[src/rtl/fifo_pkg.sv]
// Shared types and default sizing for the FIFO write arbiter.
package fifo_pkg;

   typedef enum logic {
      ARB_IDLE,
      ARB_GRANT
   } arb_state_t;

   localparam int unsigned ARB_NUM_REQ    = 4;
   localparam int unsigned ARB_DATA_WIDTH = 8;
   localparam int unsigned ARB_MAX_BURST  = 4;

   localparam int unsigned REQ_IDX_W   = $clog2(ARB_NUM_REQ);
   localparam int unsigned BURST_CNT_W = $clog2(ARB_MAX_BURST + 1);

endpackage

[src/rtl/rr_priority_picker.sv]
// Round-robin picker: first set bit of req scanning last+1, last+2, ... with wrap.
module rr_priority_picker #(
   parameter int unsigned N     = 4,
   parameter int unsigned IDX_W = $clog2(N)
) (
   input  logic [N-1:0]     req,
   input  logic [IDX_W-1:0] last,
   output logic             found,
   output logic [IDX_W-1:0] next
);

   logic [2*N-1:0] dbl;
   logic [N-1:0]   rot;
   int unsigned    pos;

   // Rotate so bit 0 is the index after 'last', priority-encode, then unrotate.
   always_comb begin
      dbl   = {req, req} >> (int'(last) + 1);
      rot   = dbl[N-1:0];
      found = |rot;
      pos   = 0;
      for (int unsigned i = N; i > 0; i--) begin
         if (rot[i-1]) pos = i - 1;
      end
      next = IDX_W'((int'(last) + 1 + int'(pos)) % N);
   end

endmodule

[src/rtl/fifo_write_arbiter.sv]
// Round-robin burst arbiter sharing one registered FIFO write port among producers.
module fifo_write_arbiter
   import fifo_pkg::*;
#(
   parameter int unsigned NUM_REQ    = ARB_NUM_REQ,
   parameter int unsigned DATA_WIDTH = ARB_DATA_WIDTH,
   parameter int unsigned MAX_BURST  = ARB_MAX_BURST
) (
   input  logic                          clk,
   input  logic                          rst_n,
   input  logic                          arb_en,
   input  logic [NUM_REQ-1:0]            req_valid,
   input  logic [NUM_REQ*DATA_WIDTH-1:0] req_data,
   output logic [NUM_REQ-1:0]            req_ready,
   input  logic                          fifo_full,
   input  logic                          fifo_almost_full,
   output logic                          fifo_wr_en,
   output logic [DATA_WIDTH-1:0]         fifo_wr_data,
   output logic                          grant_valid,
   output logic [$clog2(NUM_REQ)-1:0]    grant_id
);

   localparam int unsigned IDX_W = $clog2(NUM_REQ);
   localparam int unsigned CNT_W = $clog2(MAX_BURST + 1);

   arb_state_t            state_q, state_d;
   logic [IDX_W-1:0]      grant_id_q, grant_id_d;
   logic [CNT_W-1:0]      burst_cnt_q, burst_cnt_d;
   logic                  wr_en_q, wr_en_d;
   logic [DATA_WIDTH-1:0] wr_data_q, wr_data_d;

   logic                  ok;
   logic                  accept;
   logic                  owner_valid;
   logic [DATA_WIDTH-1:0] owner_data;
   logic                  pick_found;
   logic [IDX_W-1:0]      pick_idx;

   rr_priority_picker #(
      .N     (NUM_REQ),
      .IDX_W (IDX_W)
   ) u_picker (
      .req   (req_valid),
      .last  (grant_id_q),
      .found (pick_found),
      .next  (pick_idx)
   );

   assign owner_valid  = req_valid[grant_id_q];
   assign owner_data   = req_data[int'(grant_id_q) * DATA_WIDTH +: DATA_WIDTH];
   assign fifo_wr_en   = wr_en_q;
   assign fifo_wr_data = wr_data_q;
   assign grant_valid  = (state_q == ARB_GRANT);
   assign grant_id     = grant_id_q;

   // State and write-port registers; reset discards any beat not yet presented.
   always_ff @(posedge clk or negedge rst_n) begin
      if (!rst_n) begin
         state_q     <= ARB_IDLE;
         grant_id_q  <= IDX_W'(NUM_REQ - 1);
         burst_cnt_q <= '0;
         wr_en_q     <= 1'b0;
         wr_data_q   <= '0;
      end else begin
         state_q     <= state_d;
         grant_id_q  <= grant_id_d;
         burst_cnt_q <= burst_cnt_d;
         wr_en_q     <= wr_en_d;
         wr_data_q   <= wr_data_d;
      end
   end

   // Next state: grant in IDLE, release on valid drop or last beat of the burst.
   always_comb begin
      state_d     = state_q;
      grant_id_d  = grant_id_q;
      burst_cnt_d = burst_cnt_q;
      wr_en_d     = accept;
      wr_data_d   = accept ? owner_data : wr_data_q;
      case (state_q)
         ARB_IDLE: begin
            if (arb_en && pick_found) begin
               state_d     = ARB_GRANT;
               grant_id_d  = pick_idx;
               burst_cnt_d = '0;
            end
         end
         ARB_GRANT: begin
            if (!owner_valid) begin
               state_d = ARB_IDLE;
            end else if (accept) begin
               burst_cnt_d = burst_cnt_q + 1'b1;
               if (burst_cnt_q == CNT_W'(MAX_BURST - 1)) state_d = ARB_IDLE;
            end
         end
         default: state_d = ARB_IDLE;
      endcase
   end

   // Outputs: ready only for the owner; the in-flight write counts against almost-full.
   always_comb begin
      ok        = !fifo_full && !(wr_en_q && fifo_almost_full);
      req_ready = '0;
      if (state_q == ARB_GRANT) req_ready[grant_id_q] = owner_valid && ok;
      accept    = |req_ready;
   end

endmodule

[config.mk]
export PLATFORM = sky130hd
export DESIGN_NAME = fifo_write_arbiter
export DESIGN_NICKNAME = d
export VERILOG_FILES = /design/src/rtl/fifo_pkg.sv /design/src/rtl/rr_priority_picker.sv /design/src/rtl/fifo_write_arbiter.sv
export SDC_FILE = /design/constraint.sdc
export NUM_CORES = 1
export LEC_CHECK = 0
export BUFFER_PORTS_ARGS = -buffer_cell sky130_fd_sc_hd__buf_2
export CAP_MARGIN = 25
export CORE_UTILIZATION = 45
export DETAILED_ROUTE_END_ITERATION = 10
export PLACE_DENSITY = 0.79
export SLEW_MARGIN = 20
export SYNTH_ARGS = -nofsm -noshare
export SYNTH_HDL_FRONTEND = slang
export SYNTH_HIERARCHICAL = 1
export SYNTH_SLANG_ARGS = --single-unit
[constraint.sdc]
create_clock -name clk -period 2.5 [get_ports clk]
set_clock_uncertainty 0.15 [all_clocks]
set_input_delay 0.25 -clock clk [delete_from_list [all_inputs] [get_ports clk]]
set_output_delay 0.25 -clock clk [all_outputs]
set_load 0.005 [all_outputs]
# ---- After elaboration in Yosys (flattened, before gate mapping)
# Cells that the tools add are included.
dict set report word_totals {
  register_bits 15
  latchBits 0
  ram_bits 0
  rom_bits 0
  in_bits 41
  out_inout_bits 16
  word_cells 48
  n_memories 0
}
dict set report classes {
  addsub 4
  mul 0
  n_div 0
  order_cmp 2
  n_eq_ne 4
  shifts 2
  muxes 18
  bitwise_logic 2
  reduce_logical 11
}
# operator n
set op_table {}
lappend op_table {{$shiftx A32 B6 Y8} 1}
lappend op_table {{$shr A8 B32 Y4} 1}
lappend op_table {{$mux W3} 3}
lappend op_table {{$mux W2} 4}
lappend op_table {{$reduce_or A4 Y1} 2}
lappend op_table {{$mux W1} 6}
lappend op_table {{$pmux W3 S2} 1}
lappend op_table {{$logic_and A1 B1 Y1} 5}
lappend op_table {{$and A4 B4 Y4} 1}
lappend op_table {{$mux W4} 1}
lappend op_table {{$ne A2 B1 Y1 const B} 2}
lappend op_table {{$add A2 B1 Y3 const B} 1}
lappend op_table {{$add A3 B1 Y3 const B} 1}
lappend op_table {{$eq A3 B2 Y1 const B} 1}
lappend op_table {{$lt A2 B3 Y1 const B} 1}
lappend op_table {{$reduce_and A3 Y1} 1}
lappend op_table {{$add A2 B1 Y2 const B} 1}
lappend op_table {{$add A2 B2 Y2} 1}
lappend op_table {{$bmux W1 S2} 1}
lappend op_table {{$demux W1 S2} 1}
lappend op_table {{$ge A2 B1 Y1 const B} 1}
lappend op_table {{$logic_not A1 Y1} 2}
lappend op_table {{$ne A2 B2 Y1 const B} 1}
lappend op_table {{$pmux W1 S2} 1}
lappend op_table {{other kinds (2)} 2}

# ---- Depth between registers and ports, before layout
dict set report logic_depth {
  word_depth 10
  depth_mapped 9
  mapped_depth_nobuf 8
}

# ---- Modules after synthesis
# The synthesis kept the hierarchy.
# mod n_inst cells_per_inst area_per_inst_um2 seq_area_each_um2
set by_module_without_submodules {}
lappend by_module_without_submodules {fifo_write_arbiter 1 69 927.1 377.9}
lappend by_module_without_submodules {rr_priority_picker 1 29 207.7 0.0}

# ---- Worst setup path after synthesis
# Ideal clock, no wire load.
dict set report synth_timing {
  path_kind {reg2reg}
  startpoint {register grant_id_q[1] (netlist: grant_id[1])}
  endpoint {register grant_id_q[1] (netlist: grant_id[1])}
  setup_time_ps 82
  t_arrival_ps 1689
  required_time_ps 2268
  path_slack_ps 579
  stages_incl_launch_ff 10
  n_path_buf 1
  period_less_slack_ps 1921
  path_cell_list {dfstp_2 -> buf_6 -> nand2b_1 -> a21oi_1 -> o2bb2ai_1 -> o21ai_1 -> ha_1 -> xor2_1 -> xnor2_1 -> mux2_2}
}
dict set report synth_via {
  elab_chain_cells 7
}
# item line_no
set synth_lines {}
lappend synth_lines {{from (decl)} fifo_write_arbiter.sv:27} ;# logic [IDX_W-1:0] grant_id_q, grant_id_d;
lappend synth_lines {{from (signal assigned)} fifo_write_arbiter.sv:60} ;# grant_id_q <= IDX_W'(NUM_REQ - 1);
lappend synth_lines {{from (signal assigned)} fifo_write_arbiter.sv:66} ;# grant_id_q <= grant_id_d;
lappend synth_lines {{$add A2 B1 Y3} rr_priority_picker.sv:18} ;# dbl = {req, req} >> (int'(last) + 1);
lappend synth_lines {{$shr A8 B32 Y4} rr_priority_picker.sv:18}
lappend synth_lines {{$mux W2 (4 in a row)} rr_priority_picker.sv:23} ;# if (rot[i-1]) pos = i - 1;
lappend synth_lines {{$add A2 B2 Y2 *} rr_priority_picker.sv:25} ;# next = IDX_W'((int'(last) + 1 + int'(pos)) % N);
lappend synth_lines {{named net pick_idx[1]} fifo_write_arbiter.sv:37} ;# logic [IDX_W-1:0] pick_idx;
# Mark *: on every way through the listed nets, which the timed path passes. The rest lies on a longest branch.
# A chain may end at the register's enable or synchronous reset.

# ---- Worst setup path in the final report
dict set report layout_timing {
  startpoint {register grant_id_q[1] (netlist: grant_id[1])}
  endpoint {output port req_ready[2]}
}
dict set report layout_via {
  elab_chain_cells 6
}
# item line_no
set layout_lines {}
lappend layout_lines {{$lt A2 B3 Y1 (implied by the code) or $ge A2 B1 Y1 (tied branches)} fifo_write_arbiter.sv:104} ;# if (state_q == ARB_GRANT) req_ready[grant_id_q] = owner_valid && ok;
lappend layout_lines {{$logic_and A1 B1 Y1} fifo_write_arbiter.sv:104}
lappend layout_lines {{$mux W1 (implied by the code)} fifo_write_arbiter.sv:104}
lappend layout_lines {{$demux W1 S2} fifo_write_arbiter.sv:104}
lappend layout_lines {{$and A4 B4 Y4 (no source line) *} n/a}
lappend layout_lines {{$mux W4 *} fifo_write_arbiter.sv:104}
lappend layout_lines {{to (decl)} fifo_write_arbiter.sv:14} ;# output logic [NUM_REQ-1:0] req_ready,
# Mark *: on every way between the ends. The rest lies on a longest branch, timed or not. The select of a mux whose other input is x is not followed.

==> metrics <==
Worst path depth 4; cell area after synthesis 1130 um^2; Seq/Total Area, Yosys 33.3%; Num CTS Buffers 3; Die Y 52.2 um; Clock Tree Root clkbuf_4; sw frac 37.3%; post-DR wirelength/cell 14.6 um; worst r2r path cells 4; total clock sinks 15; Int Power 0.000878 W; Ports 57; cell row count 17; Warnings, synthesis 6; CTS tree built; Slew headroom 70.2%; mean post-synth cell area 11.6 um^2; nature of the critical path startpoint flop; clock transition at the registers of the reported paths 0.10 ns; clock buffer depth 2; largest net degree at the start of global routing 26; Post-Syn Nets 142; initial antenna violation count 0; DRT iter0 DRCs 3; register area 382 um^2; number of routed nets with antenna violations 0; nets 198; PwrDens 971 nW/um^2; post-synthesis cell count 98; RSZ-0062 raised after global routing false; Worst VDD drop 0.591 mV; worst path cell trace mux2i_1 -> nor4b_1 -> and2_1 -> buf_2; max-slew violations 0; status complete, no violations; commonest non-fill, non-tap cell in the layout buf_2; drt via density 5.33; HP Class in -> reg; Sw Pwr 0.000523 W; DR vias 965; final setup violation count 0; RD Place Congestion 0.719; postcts setup bufs 0; Post-synth EDFFs 0; GRT Resource Usage Total 19.6%; grt ovf 0; Die ar. 2730 um^2; CP max-delay cell dfstp_4; first-pass GRT wire length 4.01 mm; setup TNS 0 ns; Worst Path Required 2.10 ns; hold path depth 5; Min Hold Slack 0.156 ns; crit share post-route 91.0%; Inserted Diodes 0; multi-input logic area 686 um^2; Arr. time, crit path 1.87 ns; commonest cells after routing, fill and taps aside buf_2, dfrtp_1, nand2_1, mux4_2; Synth-to-Final Area Change 27.1%; die width 52.2 um; DP Wirelength 1.99 mm; Main synth FF type dfrtp_1; combinational share of power 50.3%; Final WS setup 0.226 ns; minimum clock period 2.27 ns; Starting Density 49.4%; Fillers 200; Placement Setup Slack 0.224 ns; Buffers & Inverters on Critical Path 1; Worst-Skew Late Latency 0.30 ns; post-synth cell types 36; Critical Path Max Stage Delay 0.79 ns; core area 2300 um^2; power share of the clock group 10.6%; Remaining DRCs 0; Port Buffer Count 56; crit path kind reg -> out; Worst path top cell family by delay flip-flops; htree depth 1; Final Hold Vio Count 0; DRT Pass-1 Iters 3; #FFs+latches synth 15; Flop pwr share 39.1%; CP Max Fanout 25; fmax 440 MHz; Routed WL 2.63 mm; layout cells sized above 1 55.6%; Max-Cap Viols 0; Slew @ Worst Pin 0.447 ns; vias in the first global route 944; leakage power 0.745 nW; asr flop ratio synth 100%; nature of the critical path endpoint output port
==> worst paths after layout <==
check	from	slack [ns]	end
max	grant_id[1]	0.23	req_ready[2]
min	fifo_full	0.16	grant_valid
max reg2reg	grant_id[1]	0.28	fifo_wr_data[5]
min reg2reg	fifo_wr_data[1]	0.36	fifo_wr_data[1]
max in group asynchronous	rst_n	1.67	grant_id[0]
min in group asynchronous	rst_n	0.23	fifo_wr_data[0]
==> cells in the mapped netlist, types with 2 or more instances <==
| cell | n | share of area (%) |
|---|---|---|
| buf_4 | 3 | 2.0 |
| mux4_2 | 8 | 16 |
| nor2b_1 | 2 | 1.1 |
| nand3b_1 | 2 | 1.3 |
| mux2_4 | 6 | 7.9 |
| nor3b_1 | 2 | 1.3 |
| mux2_2 | 4 | 4.0 |
| a21oi_1 | 3 | 1.3 |
| inv_1 | 6 | 2.0 |
| ha_1 | 3 | 3.3 |
| dfstp_2 | 2 | 4.6 |
| dfrtp_1 | 13 | 29 |
| mux2i_1 | 5 | 4.4 |
| nand2_1 | 9 | 3.0 |
| and2_1 | 2 | 1.1 |
| nand2b_1 | 4 | 2.2 |
| nor2_1 | 4 | 1.3 |
| buf_6 | 2 | 2.0 |
==> tightest hold or removal path, delay by kind of cell <==
family	cells	cell delay, ns
buffers and inverters	1	0.07
and+or+nand+nor	3	0.19
AOI/OAI and AO/OA	1	0.07
==> layer usage <==
metal | vias up | wire [um] | track usage (%) | share of wire, %
met5 | - | 0 | 0 | 0
met4 | 0 | 54 | 7.89 | 2.1
met3 | 5 | 119 | 2.03 | 4.5
met2 | 30 | 1430 | 37.2 | 54
met1 | 462 | 1030 | 21.9 | 39
li1 | 468 | - | - | -
==> sequential cells by signal, indices dropped and copies added, names as in the netlist <==
signal and count:
fifo_wr_en 1, grant_id 2, burst_cnt_q 3, grant_valid 1, fifo_wr_data 8
==> through the flow <==
| step | utilization [%] | instances | area (um^2) | power [W] |
|---|---|---|---|---|
| 5_1_grt | 62.8 | 181 | 1440 | 0.00150 |
| 4_1_cts | 62.6 | 181 | 1440 | 0.00140 |
| 6_report | 62.8 | 181 | 1440 | 0.00140 |
| 3_3_place_gp | 61.0 | 176 | 1400 | 0.00122 |
| 2_1_floorplan | - | 98 | 1130 | 0.00107 |
| 3_5_place_dp | 61.0 | 176 | 1400 | 0.00126 |
==> area by class of cell <==
cell class              instances  area share (%)
repair buffers                 57            20.1
clock inverters                 1           0.347
well taps                      28            2.43
flip-flops and latches         15            26.5
inverters                       6            1.56
clock buffers                   3            1.56
multi-input cells              71            47.5
==> power groups by stage <==
stage	Clock [W]	Sequential [W]	Combinational [W]
after floorplan	0	0.000447	0.000624
after global placement	0	0.000533	0.000683
after detailed placement	0	0.000549	0.000708
after CTS	0.000146	0.000546	0.000712
after global routing	0.000164	0.000571	0.000769
final	0.000148	0.000548	0.000704
==> repair_timing <==
item	CTS	global route
resized for setup	0	1
endpoints found under the hold margin	15	0
hold buffers	1	0
endpoints found under the setup margin	0	2
==> cells by family after synthesis <==
| group | synth area share [%] |
|---|---|
| flops | 33.3 |
| simple gates | 16.0 |
| mux | 32.2 |
| compound gates | 7.39 |
| buf+inv | 6.28 |
| xor+xnor | 1.54 |
| fa+ha+maj | 3.31 |
(Power assumes the default switching activity.)
